[src/rtl/fetch_queue_if.sv]
// Fetch-side bus bundle: instruction-memory port, redirect port and decode handshake.
interface fetch_queue_if #(
   parameter int unsigned DEPTH = 4
);
   localparam int unsigned OW = $clog2(DEPTH) + 1;

   logic [31:0]   imem_addr;
   logic [31:0]   imem_instr;
   logic          redirect_valid;
   logic [31:0]   redirect_pc;
   logic          if_valid;
   logic          if_ready;
   logic [31:0]   if_instr;
   logic [31:0]   if_pc;
   logic [OW-1:0] occupancy;

   // Fetch unit side
   modport master (
      output imem_addr,
      input  imem_instr,
      input  redirect_valid,
      input  redirect_pc,
      output if_valid,
      input  if_ready,
      output if_instr,
      output if_pc,
      output occupancy
   );

   // Memory / execute / decode side
   modport slave (
      input  imem_addr,
      output imem_instr,
      output redirect_valid,
      output redirect_pc,
      input  if_valid,
      output if_ready,
      input  if_instr,
      input  if_pc,
      input  occupancy
   );
endinterface

[src/rtl/fetch_queue.sv]
// Instruction-fetch initiator: owns the PC, reads a combinational instruction
// memory and buffers {pc, instr} pairs in a circular queue toward decode.
// Optional zero-latency bypass when the queue is empty: define FETCH_BYPASS_EN.
module fetch_queue #(
   parameter logic [31:0] RESET_PC = 32'h0000_0000,
   parameter int unsigned DEPTH    = 4
) (
   input logic            clk,
   input logic            rst_n,
   fetch_queue_if.master  bus
);
   localparam int unsigned AW = $clog2(DEPTH);
   localparam int unsigned PW = AW + 1;

   typedef struct packed {
      logic [31:0] pc;
      logic [31:0] instr;
   } entry_t;

   entry_t        mem_q [DEPTH];
   logic [PW-1:0] wr_ptr_q;
   logic [PW-1:0] rd_ptr_q;
   logic [31:0]   pc_q;

   logic          empty_c;
   logic          full_c;
   logic          valid_c;
   logic          qpop_c;
   logic          fetch_c;
   logic          push_c;
   logic [31:0]   target_c;
   entry_t        head_c;
   logic          unused_bits_c;

   assign unused_bits_c = ^bus.redirect_pc[1:0];

   // Queue status, decode-facing outputs and fetch/push/pop decisions
   always_comb begin
      empty_c  = (wr_ptr_q == rd_ptr_q);
      full_c   = (wr_ptr_q[AW] != rd_ptr_q[AW]) &&
                 (wr_ptr_q[AW-1:0] == rd_ptr_q[AW-1:0]);
      head_c   = mem_q[rd_ptr_q[AW-1:0]];
      target_c = {bus.redirect_pc[31:2], 2'b00};
      valid_c       = ~empty_c;
      bus.if_instr  = 32'h0;
      bus.if_pc     = 32'h0;
      if (!empty_c) begin
         bus.if_instr = head_c.instr;
         bus.if_pc    = head_c.pc;
      end
`ifdef FETCH_BYPASS_EN
      if (empty_c && !bus.redirect_valid) begin
         valid_c      = 1'b1;
         bus.if_instr = bus.imem_instr;
         bus.if_pc    = pc_q;
      end
`endif
      bus.if_valid = valid_c;
      qpop_c       = ~empty_c & bus.if_ready;
      fetch_c      = ~bus.redirect_valid & (~full_c | qpop_c);
      push_c       = fetch_c;
`ifdef FETCH_BYPASS_EN
      // A word handed straight to decode is consumed, never queued
      if (empty_c && bus.if_ready) push_c = 1'b0;
`endif
   end

   assign bus.imem_addr = pc_q;
   assign bus.occupancy = wr_ptr_q - rd_ptr_q;

   // PC and queue pointers; redirect flushes and retargets ahead of everything
   always_ff @(posedge clk or negedge rst_n) begin
      if (!rst_n) begin
         pc_q     <= RESET_PC;
         wr_ptr_q <= '0;
         rd_ptr_q <= '0;
      end else if (bus.redirect_valid) begin
         pc_q     <= target_c;
         wr_ptr_q <= '0;
         rd_ptr_q <= '0;
      end else begin
         if (fetch_c) pc_q     <= pc_q + 32'd4;
         if (push_c)  wr_ptr_q <= wr_ptr_q + PW'(1);
         if (qpop_c)  rd_ptr_q <= rd_ptr_q + PW'(1);
      end
   end

   // Queue storage; contents are only observed through valid pointers
   always_ff @(posedge clk) begin
      if (push_c) mem_q[wr_ptr_q[AW-1:0]] <= '{pc: pc_q, instr: bus.imem_instr};
   end
endmodule

[src/flat_wrapper.sv]
// flat-port wrapper written by rule: the top's interface ports become plain ports
module fetch_queue_flat 
#(
   parameter logic [31:0] RESET_PC = 32'h0000_0000,
   parameter int unsigned DEPTH    = 4
)
  (clk, rst_n, bus_imem_addr, bus_imem_instr, bus_redirect_valid, bus_redirect_pc, bus_if_valid, bus_if_ready, bus_if_instr, bus_if_pc, bus_occupancy);
  fetch_queue_if #(.DEPTH(DEPTH)) bus_i ();
  input logic clk;
  input logic rst_n;
  output wire logic [$bits(bus_i.imem_addr)-1:0] bus_imem_addr;
  input wire logic [$bits(bus_i.imem_instr)-1:0] bus_imem_instr;
  input wire logic [$bits(bus_i.redirect_valid)-1:0] bus_redirect_valid;
  input wire logic [$bits(bus_i.redirect_pc)-1:0] bus_redirect_pc;
  output wire logic [$bits(bus_i.if_valid)-1:0] bus_if_valid;
  input wire logic [$bits(bus_i.if_ready)-1:0] bus_if_ready;
  output wire logic [$bits(bus_i.if_instr)-1:0] bus_if_instr;
  output wire logic [$bits(bus_i.if_pc)-1:0] bus_if_pc;
  output wire logic [$bits(bus_i.occupancy)-1:0] bus_occupancy;
  assign bus_imem_addr = bus_i.imem_addr;
  assign bus_i.imem_instr = bus_imem_instr;
  assign bus_i.redirect_valid = bus_redirect_valid;
  assign bus_i.redirect_pc = bus_redirect_pc;
  assign bus_if_valid = bus_i.if_valid;
  assign bus_i.if_ready = bus_if_ready;
  assign bus_if_instr = bus_i.if_instr;
  assign bus_if_pc = bus_i.if_pc;
  assign bus_occupancy = bus_i.occupancy;
  fetch_queue #(.RESET_PC(RESET_PC), .DEPTH(DEPTH)) u_core (.clk(clk), .rst_n(rst_n), .bus(bus_i));
endmodule
[config.mk]
export PLATFORM = sky130hd
export DESIGN_NAME = fetch_queue_flat
export DESIGN_NICKNAME = d
export VERILOG_FILES = /design/src/rtl/fetch_queue_if.sv /design/src/rtl/fetch_queue.sv /design/src/flat_wrapper.sv
export SDC_FILE = /design/constraint.sdc
export NUM_CORES = 1
export LEC_CHECK = 0
export ABC_AREA = 1
export BUFFER_PORTS_ARGS = -buffer_cell sky130_fd_sc_hd__buf_2
export CORE_UTILIZATION = 52
export DETAILED_ROUTE_END_ITERATION = 10
export GPL_TIMING_DRIVEN = 0
export HOLD_SLACK_MARGIN = 0.08
export PLACE_DENSITY = 0.76
export SYNTH_ARGS = -nofsm -noshare
export SYNTH_HDL_FRONTEND = slang
export SYNTH_SLANG_ARGS = --single-unit
[constraint.sdc]
create_clock -name clk -period 4.6 [get_ports clk]
set_input_delay 0.69 -clock clk [delete_from_list [all_inputs] [get_ports clk]]
set_output_delay 0.69 -clock clk [all_outputs]
set_load 0.05 [all_outputs]
== After elaboration in Yosys (flattened, before gate mapping) ==
Memories as Yosys holds them, arrays and structs flattened.
Cells that the tools add are included.

* Register bits after elaboration: 38
* Bits in latches: 0
* Bits in writable memories: 256
* Bits in read-only memories: 0
* Word-level logic and storage cells: 30
* Memories kept: 1

{| class="wikitable"
|+ Memory list
! memory !! words !! bits a word !! rd ports !! clocked after Yosys merged registers in !! wr ports !! RTL line !! source
|-
| u_core.mem_q || 4 || 64 || 1 || 0 || 1 || fetch_queue.sv:20 || <nowiki>entry_t mem_q [DEPTH];</nowiki>
|}

* $add $sub $neg: 4
* $mul: 0
* Div/mod/pow operators: 0
* $lt $le $gt $ge: 0
* Eq/ne operators: 3
* Shift-type cells: 0
* Muxes and demuxes: 10
* Bitwise gates (word level): 6
* Reduce and logical (&&, ||, !) cells: 3

{| class="wikitable"
|+ Operators with widths
! cell !! number
|-
| 2-to-1 mux 32 bit || 4
|-
| adder 32 x 3 -> 32 bit, second input constant || 1
|-
| 2-to-1 mux 3 bit || 4
|-
| adder 3 x 1 -> 3 bit, second input constant || 2
|-
| nonzero test 2 bit || 2
|-
| == test 3 bit || 1
|-
| NOT 1 bit || 3
|-
| subtractor 3 bit || 1
|-
| AND 1 bit || 2
|-
| == test 2 bit || 1
|-
| 2-to-1 mux 1 bit || 2
|-
| logical AND 1 bit || 1
|-
| != test 1 bit || 1
|-
| bitwise OR 1 bit || 1
|}

== Logic depth before layout (Yosys ltp) ==
* Depth after elaboration: 7
* Mapped depth: 13

== Worst setup path before layout ==
OpenSTA, ideal clock, no wires.

* Kind: flip-flop to flip-flop
* Start: reg u_core.rd_ptr_q[1]
* End: mem u_core.mem_q[0][0] (netlist name), enable pin
* Data arrival time: 4.367 ns
* Required time: 4.118 ns
* Setup slack: -0.249 ns
* Cell stages (with the launch flop): 11
* Path buffers: 3
* Path through: dfrtp_1 -> buf_2 -> inv_2 -> buf_1 -> ha_1 -> nand2_1 -> nor2_2 -> nand2_4 -> nand2_2 -> buf_2 -> nor2_1

* Cells in the longest elaborated chain, start to end: 7

{| class="wikitable"
|+ RTL lines
! what !! RTL line !! source
|-
| from (decl) || fetch_queue.sv:22 || <nowiki>logic [PW-1:0] rd_ptr_q;</nowiki>
|-
| from (signal assigned) || fetch_queue.sv:84 || <nowiki>if (qpop_c) rd_ptr_q <= rd_ptr_q + PW'(1);</nowiki>
|-
| == test 3 bit / == test 2 bit (equally long branches) || fetch_queue.sv:39, fetch_queue.sv:41 ||
|-
| NOT 1 bit / logical AND 1 bit (equally long branches) || fetch_queue.sv:59, fetch_queue.sv:40 ||
|-
| AND 1 bit / NOT 1 bit (equally long branches) || fetch_queue.sv:59, fetch_queue.sv:60 ||
|-
| bitwise OR 1 bit * || fetch_queue.sv:60 || <nowiki>fetch_c = ~bus.redirect_valid & (~full_c | qpop_c);</nowiki>
|-
| AND 1 bit * || fetch_queue.sv:60 ||
|-
| 2-to-1 mux 1 bit * || fetch_queue.sv:90 || <nowiki>if (push_c) mem_q[wr_ptr_q[AW-1:0]] <= '{pc: pc_q, instr: bus.imem_instr};</nowiki>
|-
| 2-to-1 mux 1 bit (not written as such) * || fetch_queue.sv:90 ||
|-
| to (decl) || fetch_queue.sv:20 ||
|}

Every way passes the cells marked *; elsewhere a longest branch is shown, timed or not.

== Final worst setup path ==
* Start: reg u_core.rd_ptr_q[1]
* End: out bus_if_pc[5]

* Cells in the longest elaborated chain, start to end: 2

{| class="wikitable"
|+ RTL lines
! what !! RTL line !! source
|-
| memory read (4 x 64 bit) / == test 3 bit (equally long branches) || n/a ||
|-
| 2-to-1 mux 32 bit * || fetch_queue.sv:47 || <nowiki>if (!empty_c) begin</nowiki>
|-
| to (decl) || flat_wrapper.sv:18 || <nowiki>output wire logic [$bits(bus_i.if_pc)-1:0] bus_if_pc;</nowiki>
|}

Marks and branches as above.

==> metrics.txt <==
Via Count=8988; Setup Buffers After CTS=0; met1 global-route usage=34.6%; Cell Pwr Density=541 nW/um2; clk_lat worst skew=0.55 ns; antenna violations before repair=1; Max Fclk=0.236 GHz; slowest CP cell=clkbuf_1; Layout area overhead=19.2%; CP Capture Type=output pin; largest family of logic cells by synthesized area=simple AND/OR/NAND/NOR gates; Mapped Cells=1135; GP Congestion=0.926; Adder-Cell Fraction of Synth Area=0.980%; Crit path required time=3.91 ns; WHS=0.291 ns; MaxCap Viol Count=0; core area=22800 um2; pin slew with the least headroom to its limit=0.912 ns; CTS tree=built; Setup TNS Final=0 ns; final net count=1416; hold_buf cts=0; leakage=0.00568 uW; post-cts resize count=0; Die ar.=24200 um2; die height=156 um; CTS buffer count=30; global-route wire length before repair=46500 um; routed wire length=30000 um; EDFF count, synth=248; final setup vio count=0; CP Launch Type=flip-flop; RSZ-0062 raised after global routing=no; # DRC=0; routed length per instance=17.9 um; Clock Sinks=284; post-synthesis cell area=12300 um2; hpwl dp=19500 um; Slew headroom=39.2%; Crit Path Category=reg2out; share of cells above drive strength 1=20.3%; # IOs=168; IO Port Bufs=161; status=finished clean; GRT overflow=0; Synth Warn #=0; async set or reset register ratio after synthesis=12.7%; Worst EP arrival=3.55 ns; Clk pin slew, worst setup/hold paths=0.06 ns; cell mode on critical path=buf_2; Pins Over Slew Limit=0; row cnt=55; Max stage delay on crit path=0.49 ns; Max clock buf depth=3; Die Span X=156 um; Max VDD drop=0.397 mV; Synth Flop Type=edfxtp_1; root buf cell=clkbuf_16; Yosys reg bits=284; post-synthesis simple-gate area fraction=17.3%; largest net degree at the start of global routing=37; crit-path cells=buf_2 -> inv_2 -> buf_1 -> ha_1 -> nand2_1 -> nor2_4 -> clkbuf_1 -> a21oi_1 -> buf_2; H-tree levels=1; number of vias per cell=5.36; met2 Resource Use GR=41.6%; Synth Area in Compound Gates=9.08%; Final Cycle Share=92.2%; fraction of synthesized area in multiplexers=0%; Iter 0 DRT Violations=682; Worst Path Max Fanout=10; initial core utilization=53.6%; Cell variety after synth=35; final core utilization=63.9%; clk_skew=0.0193 ns; M3 GR Usage=3.70%; xor/xnor cell area share of the yosys netlist=0.847%; GR peak layer=met2; mean cell area of the mapped netlist=10.8 um2; GRT Resource Usage Total=25.3%; minimum clock period after layout=4.24 ns; register area share after synthesis=68.1%; Pre-antenna DRT Iters=5; Final Hold Fails=0; # diodes=0; Hold WC Path Type=in2async; DRT antenna net count=0; vias in the first global route=8646
==> final cells by class <==
type                            instances  area (um2)
Tap cell                              313         392
Clock buffer                           36         795
Multi-Input combinational cell        755        3510
Inverter                               40         151
Timing Repair Buffer                  169         973
Buffer                                 59         292
Sequential cell                       284        8350
Clock inverter                         20         150
Fill cell                            1808        8240
==> worst max-delay path: cells and delay by family, from the launching register on <==
family | cells | cell delay, ns
flip-flops | 1 | 0.41
buffers and inverters | 5 | 1.72
AO/OA/AOI/OAI | 1 | 0.15
AND/OR/NAND/NOR | 2 | 0.46
adder cells (fa/ha/maj) | 1 | 0.23
==> cells in the mapped netlist (7+ instances only) <==
library cell / n / area, um2
a21oi_1: 69 / 345
clkbuf_1: 27 / 101
nand2_2: 7 / 43.8
nand2_1: 151 / 567
nand3_1: 43 / 215
ha_1: 8 / 100
inv_1: 33 / 124
buf_4: 14 / 105
edfxtp_1: 248 / 7450
o21ai_0: 130 / 651
dfrtp_1: 36 / 901
nor2_1: 294 / 1100
buf_2: 14 / 70.1
==> power by group <==
group	internal [uW]	switching [uW]	total (uW)
Sequential	3020	136	3160
Combinational	539	1910	2450
Clock	1340	951	2290
Total	4900	3000	7900
==> cells by family (layout without fill, tap and decap cells) <==
kind of cell,Yosys count,in the layout
adders and majority gates,9,9
xor gates and xnor gates,11,11
and+or+nand+nor,517,517
DFF,284,284
other,1,4
AOI/OAI and AO/OA,214,214
buffers and inverters,99,324
==> routing by layer <==
| layer | vias up | share of wire, % |
|---|---|---|
| li1 | 4290 | - |
| met5 | - | 0.043 |
| met1 | 4222 | 41 |
| met3 | 61 | 7.7 |
| met2 | 413 | 48 |
| met4 | 2 | 3.1 |
==> per-stage QoR <==
stage          total power, uW  std cells  instance area [um2]  worst slack (ns)
2_1_floorplan             4940       1138                12300            -0.249
3_3_place_gp              5620       1612                13500             -2.77
3_5_place_dp              5660       1620                13700             0.666
4_1_cts                   7930       1676                14600             0.357
5_1_grt                   8210       1676                14600             0.204
6_report                  7900       1676                14600             0.359
==> worst paths after layout <==
kind	end	from	depth (start not counted)	slack (ns)
setup reg to reg	u_core.mem_q[2][47]	u_core.rd_ptr_q[1]	12	0.71
hold / removal	u_core.wr_ptr_q[2]	rst_n	1	0.29
min in group clk	u_core.mem_q[1][4]	bus_imem_instr[4]	1	0.35
max in group asynchronous	u_core.bus.imem_addr[6]	rst_n	1	3.74
setup / recovery	bus_if_pc[5]	u_core.rd_ptr_q[1]	9	0.36
hold reg to reg	u_core.wr_ptr_q[2]	u_core.wr_ptr_q[2]	2	0.57
==> cells in the final DEF (no fill, tap or decap), types with 7 or more instances in the layout <==
master | Yosys | routed
buf_4 | 14 | 14
a21oi_1 | 69 | 69
nand2_1 | 151 | 151
dfrtp_1 | 36 | 36
nand3_1 | 43 | 43
ha_1 | 8 | 8
buf_12 | 0 | 7
clkbuf_16 | 0 | 31
nor2_1 | 294 | 290
clkinv_2 | 1 | 12
clkbuf_1 | 27 | 32
o21ai_0 | 130 | 130
inv_1 | 33 | 33
buf_2 | 14 | 175
edfxtp_1 | 248 | 248
nand2_2 | 7 | 7
nor2_4 | 6 | 10
==> state kept, by name (all words and copies together) (netlist names) <==
| signal | flops |
|---|---|
| u_core.mem_q | 248 |
| u_core.wr_ptr_q | 3 |
| u_core.bus.imem_addr | 30 |
| u_core.rd_ptr_q | 3 |
No activity file was read; power rests on OpenSTA's default activity.
